==> config.mk <==
export PLATFORM = sky130hd
export DESIGN_NAME = uart_rx_core
export DESIGN_NICKNAME = d
export VERILOG_FILES = /design/src/rtl/uart_pkg.sv /design/src/rtl/uart_baud_tick.sv /design/src/rtl/uart_rx_core.sv
export SDC_FILE = /design/constraint.sdc
export NUM_CORES = 1
export LEC_CHECK = 0
export BUFFER_PORTS_ARGS = -buffer_cell sky130_fd_sc_hd__buf_4
export CAP_MARGIN = 25
export CORE_ASPECT_RATIO = 0.7
export CORE_MARGIN = 2
export CORE_UTILIZATION = 59
export DETAILED_ROUTE_END_ITERATION = 8
export GPL_TIMING_DRIVEN = 0
export PLACE_DENSITY = 0.84
export SYNTH_ARGS = -nofsm -noshare
export SYNTH_HDL_FRONTEND = slang
export SYNTH_SLANG_ARGS = --single-unit
==> constraint.sdc <==
create_clock -name clock -period 3.1 [get_ports clock]
set_input_delay 0.155 -clock clock [delete_from_list [all_inputs] [get_ports clock]]
set_output_delay 0.155 -clock clock [all_outputs]
set_load 0.005 [all_outputs]
==> src/rtl/uart_pkg.sv <==
// Shared UART definitions.
//  - parity and baud codes as they appear on the configuration inputs
//  - baud_div(): number of clocks between 16x oversampling ticks
//  - bit positions inside error_flag
//  - receiver state encoding, also exported for debug
package uart_pkg;

    localparam int OVERSMP = 16;
    localparam int DIV_W   = 16;

    localparam logic [1:0] PAR_NONE = 2'b00;
    localparam logic [1:0] PAR_ODD  = 2'b01;
    localparam logic [1:0] PAR_EVEN = 2'b10;

    localparam logic [1:0] BAUD_2400  = 2'b00;
    localparam logic [1:0] BAUD_4800  = 2'b01;
    localparam logic [1:0] BAUD_9600  = 2'b10;
    localparam logic [1:0] BAUD_19200 = 2'b11;

    localparam int ERR_PARITY = 0;
    localparam int ERR_START  = 1;
    localparam int ERR_STOP   = 2;

    typedef enum logic [2:0] {
        RX_IDLE   = 3'd0,
        RX_START  = 3'd1,
        RX_DATA   = 3'd2,
        RX_PARITY = 3'd3,
        RX_STOP   = 3'd4
    } rx_state_e;

    function automatic int baud_hz(input logic [1:0] code);
        int rate;
        rate = 19200;
        case (code)
            BAUD_2400:  rate = 2400;
            BAUD_4800:  rate = 4800;
            BAUD_9600:  rate = 9600;
            default:    rate = 19200;
        endcase
        return rate;
    endfunction

    // Truncating division: the tick period is never longer than the ideal one.
    function automatic logic [DIV_W-1:0] baud_div(input int clk_freq, input logic [1:0] code);
        return DIV_W'(clk_freq / (OVERSMP * baud_hz(code)));
    endfunction

endpackage

==> src/rtl/uart_baud_tick.sv <==
// 16x oversampling tick generator, shared by the RX and TX paths.
// Ports:
//   clock     in  system clock, rising edge
//   reset_n   in  asynchronous active-low reset
//   en        in  run the divider; while low the count is held at 0
//   baud_rate in  baud code (see uart_pkg)
//   tick      out one-clock pulse every baud_div(CLK_FREQ, baud_rate) clocks
module uart_baud_tick
    import uart_pkg::*;
#(
    parameter int CLK_FREQ = 50_000_000
) (
    input  logic       clock,
    input  logic       reset_n,
    input  logic       en,
    input  logic [1:0] baud_rate,
    output logic       tick
);

    localparam logic [DIV_W-1:0] DIV_2400  = baud_div(CLK_FREQ, BAUD_2400);
    localparam logic [DIV_W-1:0] DIV_4800  = baud_div(CLK_FREQ, BAUD_4800);
    localparam logic [DIV_W-1:0] DIV_9600  = baud_div(CLK_FREQ, BAUD_9600);
    localparam logic [DIV_W-1:0] DIV_19200 = baud_div(CLK_FREQ, BAUD_19200);

    logic [DIV_W-1:0] w_div;
    logic [DIV_W-1:0] r_cnt;
    logic             w_wrap;

    always_comb begin
        w_div = DIV_19200;
        case (baud_rate)
            BAUD_2400:  w_div = DIV_2400;
            BAUD_4800:  w_div = DIV_4800;
            BAUD_9600:  w_div = DIV_9600;
            default:    w_div = DIV_19200;
        endcase
    end

    assign w_wrap = (r_cnt == (w_div - DIV_W'(1)));

    always_ff @(posedge clock or negedge reset_n) begin
        if (!reset_n) begin
            r_cnt <= '0;
        end else if (!en || w_wrap) begin
            r_cnt <= '0;
        end else begin
            r_cnt <= r_cnt + DIV_W'(1);
        end
    end

    assign tick = en && w_wrap;

endmodule

==> src/rtl/uart_rx_core.sv <==
// UART receiver: start bit, 8 data bits LSB first, optional parity, 1 stop bit.
// 16x oversampling with a single sample taken at the middle of each bit.
// Ports:
//   clock          in  system clock
//   reset_n        in  asynchronous active-low reset
//   rx_in          in  serial line (asynchronous, idles high)
//   parity_type    in  00 none, 01 odd, 10 even, 11 none (latched per frame)
//   baud_rate      in  00 2400, 01 4800, 10 9600, 11 19200 (latched per frame)
//   data_out       out last received byte
//   rx_active_flag out high while a frame is in progress
//   rx_done_flag   out one-clock strobe; data_out/error_flag are valid in that
//                      cycle and hold afterwards (no back-pressure exists, the
//                      consumer must take the strobe when it arrives)
//   error_flag     out [0] parity, [1] start, [2] stop error
//   o_dbg_state    out current receiver state
module uart_rx_core
    import uart_pkg::*;
#(
    parameter int CLK_FREQ = 50_000_000,
    parameter int OVERSMP  = 16
) (
    input  logic       clock,
    input  logic       reset_n,
    input  logic       rx_in,
    input  logic [1:0] parity_type,
    input  logic [1:0] baud_rate,
    output logic [7:0] data_out,
    output logic       rx_active_flag,
    output logic       rx_done_flag,
    output logic [2:0] error_flag,
    output rx_state_e  o_dbg_state
);

    rx_state_e  r_state, w_next_state;
    logic       r_sync1, r_sync2, r_rx_prev;
    logic       w_rx_s, w_start_det, w_tick, w_sample, w_par_en;
    logic [1:0] r_baud, r_par;
    logic [3:0] r_tick_cnt;
    logic [2:0] r_bit_cnt;
    logic [7:0] r_shift, r_data_out;
    logic       r_done;
    logic [2:0] r_err;

    assign w_rx_s = r_sync2;
    // Edge, not level: after a break (line stuck low) the line must return
    // high before another start can be recognised.
    assign w_start_det = r_rx_prev && !w_rx_s;
    assign w_par_en    = (r_par == PAR_ODD) || (r_par == PAR_EVEN);
    // Start bit is sampled 8 ticks in (its middle); every later bit 16 ticks on.
    assign w_sample = w_tick && ((r_state == RX_START) ? (r_tick_cnt == 4'd7)
                                                       : (r_tick_cnt == 4'd15));

    uart_baud_tick #(
        .CLK_FREQ (CLK_FREQ)
    ) u_tick (
        .clock     (clock),
        .reset_n   (reset_n),
        .en        (r_state != RX_IDLE),
        .baud_rate (r_baud),
        .tick      (w_tick)
    );

    // State register
    always_ff @(posedge clock or negedge reset_n) begin
        if (!reset_n) r_state <= RX_IDLE;
        else          r_state <= w_next_state;
    end

    // Next-state logic
    always_comb begin
        w_next_state = r_state;
        case (r_state)
            RX_IDLE:   if (w_start_det) w_next_state = RX_START;
            RX_START:  if (w_sample) w_next_state = w_rx_s ? RX_IDLE : RX_DATA;
            RX_DATA:   if (w_sample && (r_bit_cnt == 3'd7))
                           w_next_state = w_par_en ? RX_PARITY : RX_STOP;
            RX_PARITY: if (w_sample) w_next_state = RX_STOP;
            RX_STOP:   if (w_sample) w_next_state = RX_IDLE;
            default:   w_next_state = RX_IDLE;
        endcase
    end

    // Outputs
    always_comb begin
        rx_active_flag = (r_state != RX_IDLE);
        o_dbg_state    = r_state;
    end

    assign data_out     = r_data_out;
    assign rx_done_flag = r_done;
    assign error_flag   = r_err;

    // Synchroniser, counters, shift register and result registers
    always_ff @(posedge clock or negedge reset_n) begin
        if (!reset_n) begin
            r_sync1    <= 1'b1;
            r_sync2    <= 1'b1;
            r_rx_prev  <= 1'b1;
            r_baud     <= '0;
            r_par      <= '0;
            r_tick_cnt <= '0;
            r_bit_cnt  <= '0;
            r_shift    <= '0;
            r_data_out <= '0;
            r_done     <= 1'b0;
            r_err      <= '0;
        end else begin
            r_sync1   <= rx_in;
            r_sync2   <= r_sync1;
            r_rx_prev <= w_rx_s;
            r_done    <= 1'b0;
            if (w_tick) r_tick_cnt <= r_tick_cnt + 4'd1;
            case (r_state)
                RX_IDLE: begin
                    if (w_start_det) begin
                        r_err      <= '0;
                        r_baud     <= baud_rate;
                        r_par      <= parity_type;
                        r_tick_cnt <= '0;
                        r_bit_cnt  <= '0;
                    end
                end
                RX_START: begin
                    if (w_sample) begin
                        r_tick_cnt <= '0;
                        if (w_rx_s) begin
                            r_err[ERR_START] <= 1'b1;
                            r_done           <= 1'b1;
                        end
                    end
                end
                RX_DATA: begin
                    if (w_sample) begin
                        r_shift   <= {w_rx_s, r_shift[7:1]};
                        r_bit_cnt <= r_bit_cnt + 3'd1;
                    end
                end
                RX_PARITY: begin
                    if (w_sample) begin
                        if ((r_par == PAR_EVEN) ? ((^r_shift) != w_rx_s)
                                                : ((~^r_shift) != w_rx_s))
                            r_err[ERR_PARITY] <= 1'b1;
                    end
                end
                RX_STOP: begin
                    if (w_sample) begin
                        if (!w_rx_s) r_err[ERR_STOP] <= 1'b1;
                        r_data_out <= r_shift;
                        r_done     <= 1'b1;
                    end
                end
                default: ;
            endcase
        end
    end

endmodule

==> reports/results.ini <==
[critical_path]
timing.setup.critical_path_class = reg -> reg
ordered_list_of_cells_on_the_worst_path = inv_1, ha_1, xnor2_1, nor4_2, nand4b_1, or4_4, buf_6, mux2_4
worst_r2r_endpoint = r_shift[7]
r2r_start = r_baud[0]
peak_per_stage_delay_on_the_critical_path_ns = 0.58
cp_num_buf_inv = 2
cp_slowest_cell = or4_4
r2r_depth = 8
critical_path_peak_fanout = 10
start_kind = flip-flop
setup.worst_path.end_class = flip-flop
cp_data_arrival_time_ns = 3.08
worst-path-stages = 8
worst_path_dominant_cell_family = simple AND/OR/NAND/NOR gates
crit_path_required_time_ns = 3.30
rrSetupSlack_ns = 0.22

[clocking]
cts_max_level = 2
cts_made_buffers = 5
clock_tree_from_tritoncts = built
post_cts_setup_repair_bufs = 0
ctsRootBufferMaster = clkbuf_8
worstSkewPairLatency_ns = 0.31
path_clk_slew_ns = 0.10
cts_buffer_depth = 2
numClockSinks = 53

[placed_design]
placed_area_um2 = 3070
dp_hpwl_mm = 3.95
io_buffer_count = 22
detailedPlace.worstSlack_ns = 0.0154
final_weighted_congestion_in_routability_driven_placement = 0.912

[sta]
clock_skew_ns = 0.00751
layout_min_cycle_time_ns = 2.88
finalCritPeriodShare_pct = 92.7
finalSetupViolCount = 0
hold_viol = 0
slew-limit-headroom_pct = 54.8
worst_hold_slack_ns = 0.0721
final.setup.worst_slack_ns = 0.225
grt_setup_unrepaired = no
timing.fmax_ghz = 0.348
totalNegativeSetupSlack_ns = 0
report.final.slew_viol_count = 0
tightestPinTransition_ns = 0.672

[power_and_ir_drop]
power_switching_uw = 803
combinational_power_share_pct = 38.2
p_sw_share_pct = 37.2
intPower_uw = 1350
power.density_nw_per_um2 = 671
seq_power_share_pct = 39.9
leakagePower_uw = 0.00154
ir_drop_mv = 0.358
clock_power_share_pct = 21.9

[detailed_routing]
dr_total_vias = 2043
detailedRoute.firstIterationViolations = 167
first_pass_iters = 4
ant_nets = 0
drt_wl_total_mm = 5.47
drc = 0
wl_per_cell_um = 15.5
avgViaCountPerCell = 5.80

[finish]
antenna-diode-count = 0
final_design_area_no_fill_um2 = 3210
drive_gt1_share_pct = 21.4
fill_cells = 352
synthToLayoutAreaGrowth_pct = 13.5
nets = 313
finish.utilization_pct = 68.3

[synthesis]
ys.flop_type = dfrtp_1
postSynthRegisterBits = 53
syn-cell-area_um2 = 2830
synth_fp_nets = 282
post_synth_num_cell_types = 51
synth_async_sr_flop_share_pct = 100
seq_area_frac_synth_pct = 47.0
synth_warnings = 0
synth-edff-count = 0
post_synthesis_area_per_instance_um2 = 10.8
synthesis.instances = 263

[hold_path]
min-delay-start = baud_rate[0]
worstHoldEndpoint = r_baud[0]
hold_path.class = in -> reg
hold_path_depth = 2

[die]
num_ports = 23
row_cnt = 21
coreArea_um2 = 4700
fp.dieArea_um2 = 5380
initial_util_pct = 60.2
fp.dieW_um = 86.8
fp.dieH_um = 62.0

[grt]
grt_first_pass_wirelength_mm = 9.07
antenna_found_initial = 0
maximum_number_of_pins_on_one_net_before_global_route_repair = 54
gr-total-overflow = 0
number_of_global_route_vias_before_repair = 1882
grt.total_usage_pct = 22.0

[outcome]
status = finished clean

[job]
maxCapViolations = 0

## cell usage after synthesis (4+ instances only)
cell	n	share of area, %
dfrtp_1	50	44
nor2_1	25	3.3
xnor2_1	18	5.6
nand2_1	14	1.9
ha_1	12	5.3
mux2_2	12	4.8
inv_1	11	1.5
nand3_1	11	1.9
xor2_1	11	3.4
clkbuf_1	7	0.93
mux2_4	7	3.7
nor3_1	7	1.2
or3_1	7	1.5
o21ai_0	6	1.1
a22oi_1	4	1.1
and3_1	4	0.88
mux2i_1	4	1.4
## final cells by class
class                      instances  area, um2  area share, %
sequential                        53       1330           41.4
clock inverter                     3       46.3           1.44
buffer                            10       47.5           1.48
timing repair buffer              24        185           5.76
multi-input combinational        189       1420           44.3
clock buffer                       5       68.8           2.14
tap                               57       71.3           2.22
inverter                          11       41.3           1.28
## how the worst max path moves through the flow
stage / start / endpoint
after floorplan: r_baud[0] / r_shift[1]
after global placement: r_baud[0] / u_tick.r_cnt[8]
after CTS: r_baud[0] / o_dbg_state[0]
final: r_baud[0] / r_shift[7]
after global routing: r_baud[0] / data_out[0]
after detailed placement: r_baud[0] / u_tick.r_cnt[7]
## power by group through the flow
| stage | logic, uW | registers, uW | clock network (uW) |
|---|---|---|---|
| detailed placement | 786 | 874 | 0 |
| finish | 823 | 860 | 473 |
| CTS | 803 | 860 | 484 |
| global placement | 759 | 866 | 0 |
| floorplan | 612 | 848 | 0 |
| global route | 928 | 876 | 511 |
## what timing repair did
action                                  4_1_cts  5_1_grt
endpoints found under the hold margin        51        0
gates resized for setup                       1        2
endpoints found under the setup margin        8       31
hold buffers                                  2        0
## metrics by stage
| step | power, uW | std cells |
|---|---|---|
| after floorplan | 1460 | 263 |
| after global placement | 1630 | 342 |
| after detailed placement | 1660 | 342 |
| after CTS | 2150 | 352 |
| after global routing | 2320 | 352 |
| final | 2160 | 352 |
## cell usage in the layout, fill, tap and decap left out, types with 3 or more instances in the layout
cell and count:
inv_1 11, ha_1 12, nand4_1 3, nand3_1 11, mux2i_1 4, clkbuf_8 5
nor3_1 7, dfrtp_1 50, buf_4 22, a22oi_1 4, nor2_1 25, and3_1 4
xnor2_1 18, xor2_1 11, nand2_1 14, clkbuf_1 7, a21oi_1 3, mux2_4 7
o21ai_0 5, or3_1 7, nor3b_1 3, dfstp_2 3, mux2_2 12, o31ai_1 3
## logic make-up after synthesis
| kind of cell | count (synthesis) | synth area share, % |
|---|---|---|
| AO/OA/AOI/OAI | 30 | 7.69 |
| XOR/XNOR | 29 | 8.97 |
| adder cells (fa/ha/maj) | 12 | 5.30 |
| buffers and inverters | 21 | 3.14 |
| flip-flops | 53 | 47.0 |
| multiplexers | 24 | 10.3 |
| AND/OR/NAND/NOR | 94 | 17.7 |
## flip-flops by register name, indices dropped and copies added (netlist names)
signal	flops
error_flag	3
r_sync1	1
rx_done_flag	1
r_baud	2
r_par	2
data_out	8
r_sync2	1
r_bit_cnt	3
u_tick.r_cnt	16
r_shift	8
r_rx_prev	1
o_dbg_state	3
r_tick_cnt	4
## metal layers
layer / vias up / GRT usage (%) / share of wire [%]
met4: 0 / 7.81 / 1.1
met3: 7 / 4.62 / 4.9
li1: 981 / - / -
met2: 43 / 31.0 / 44
met5: - / 0 / 0
met1: 1012 / 33.6 / 50
Power figures use the tool's default switching activity.
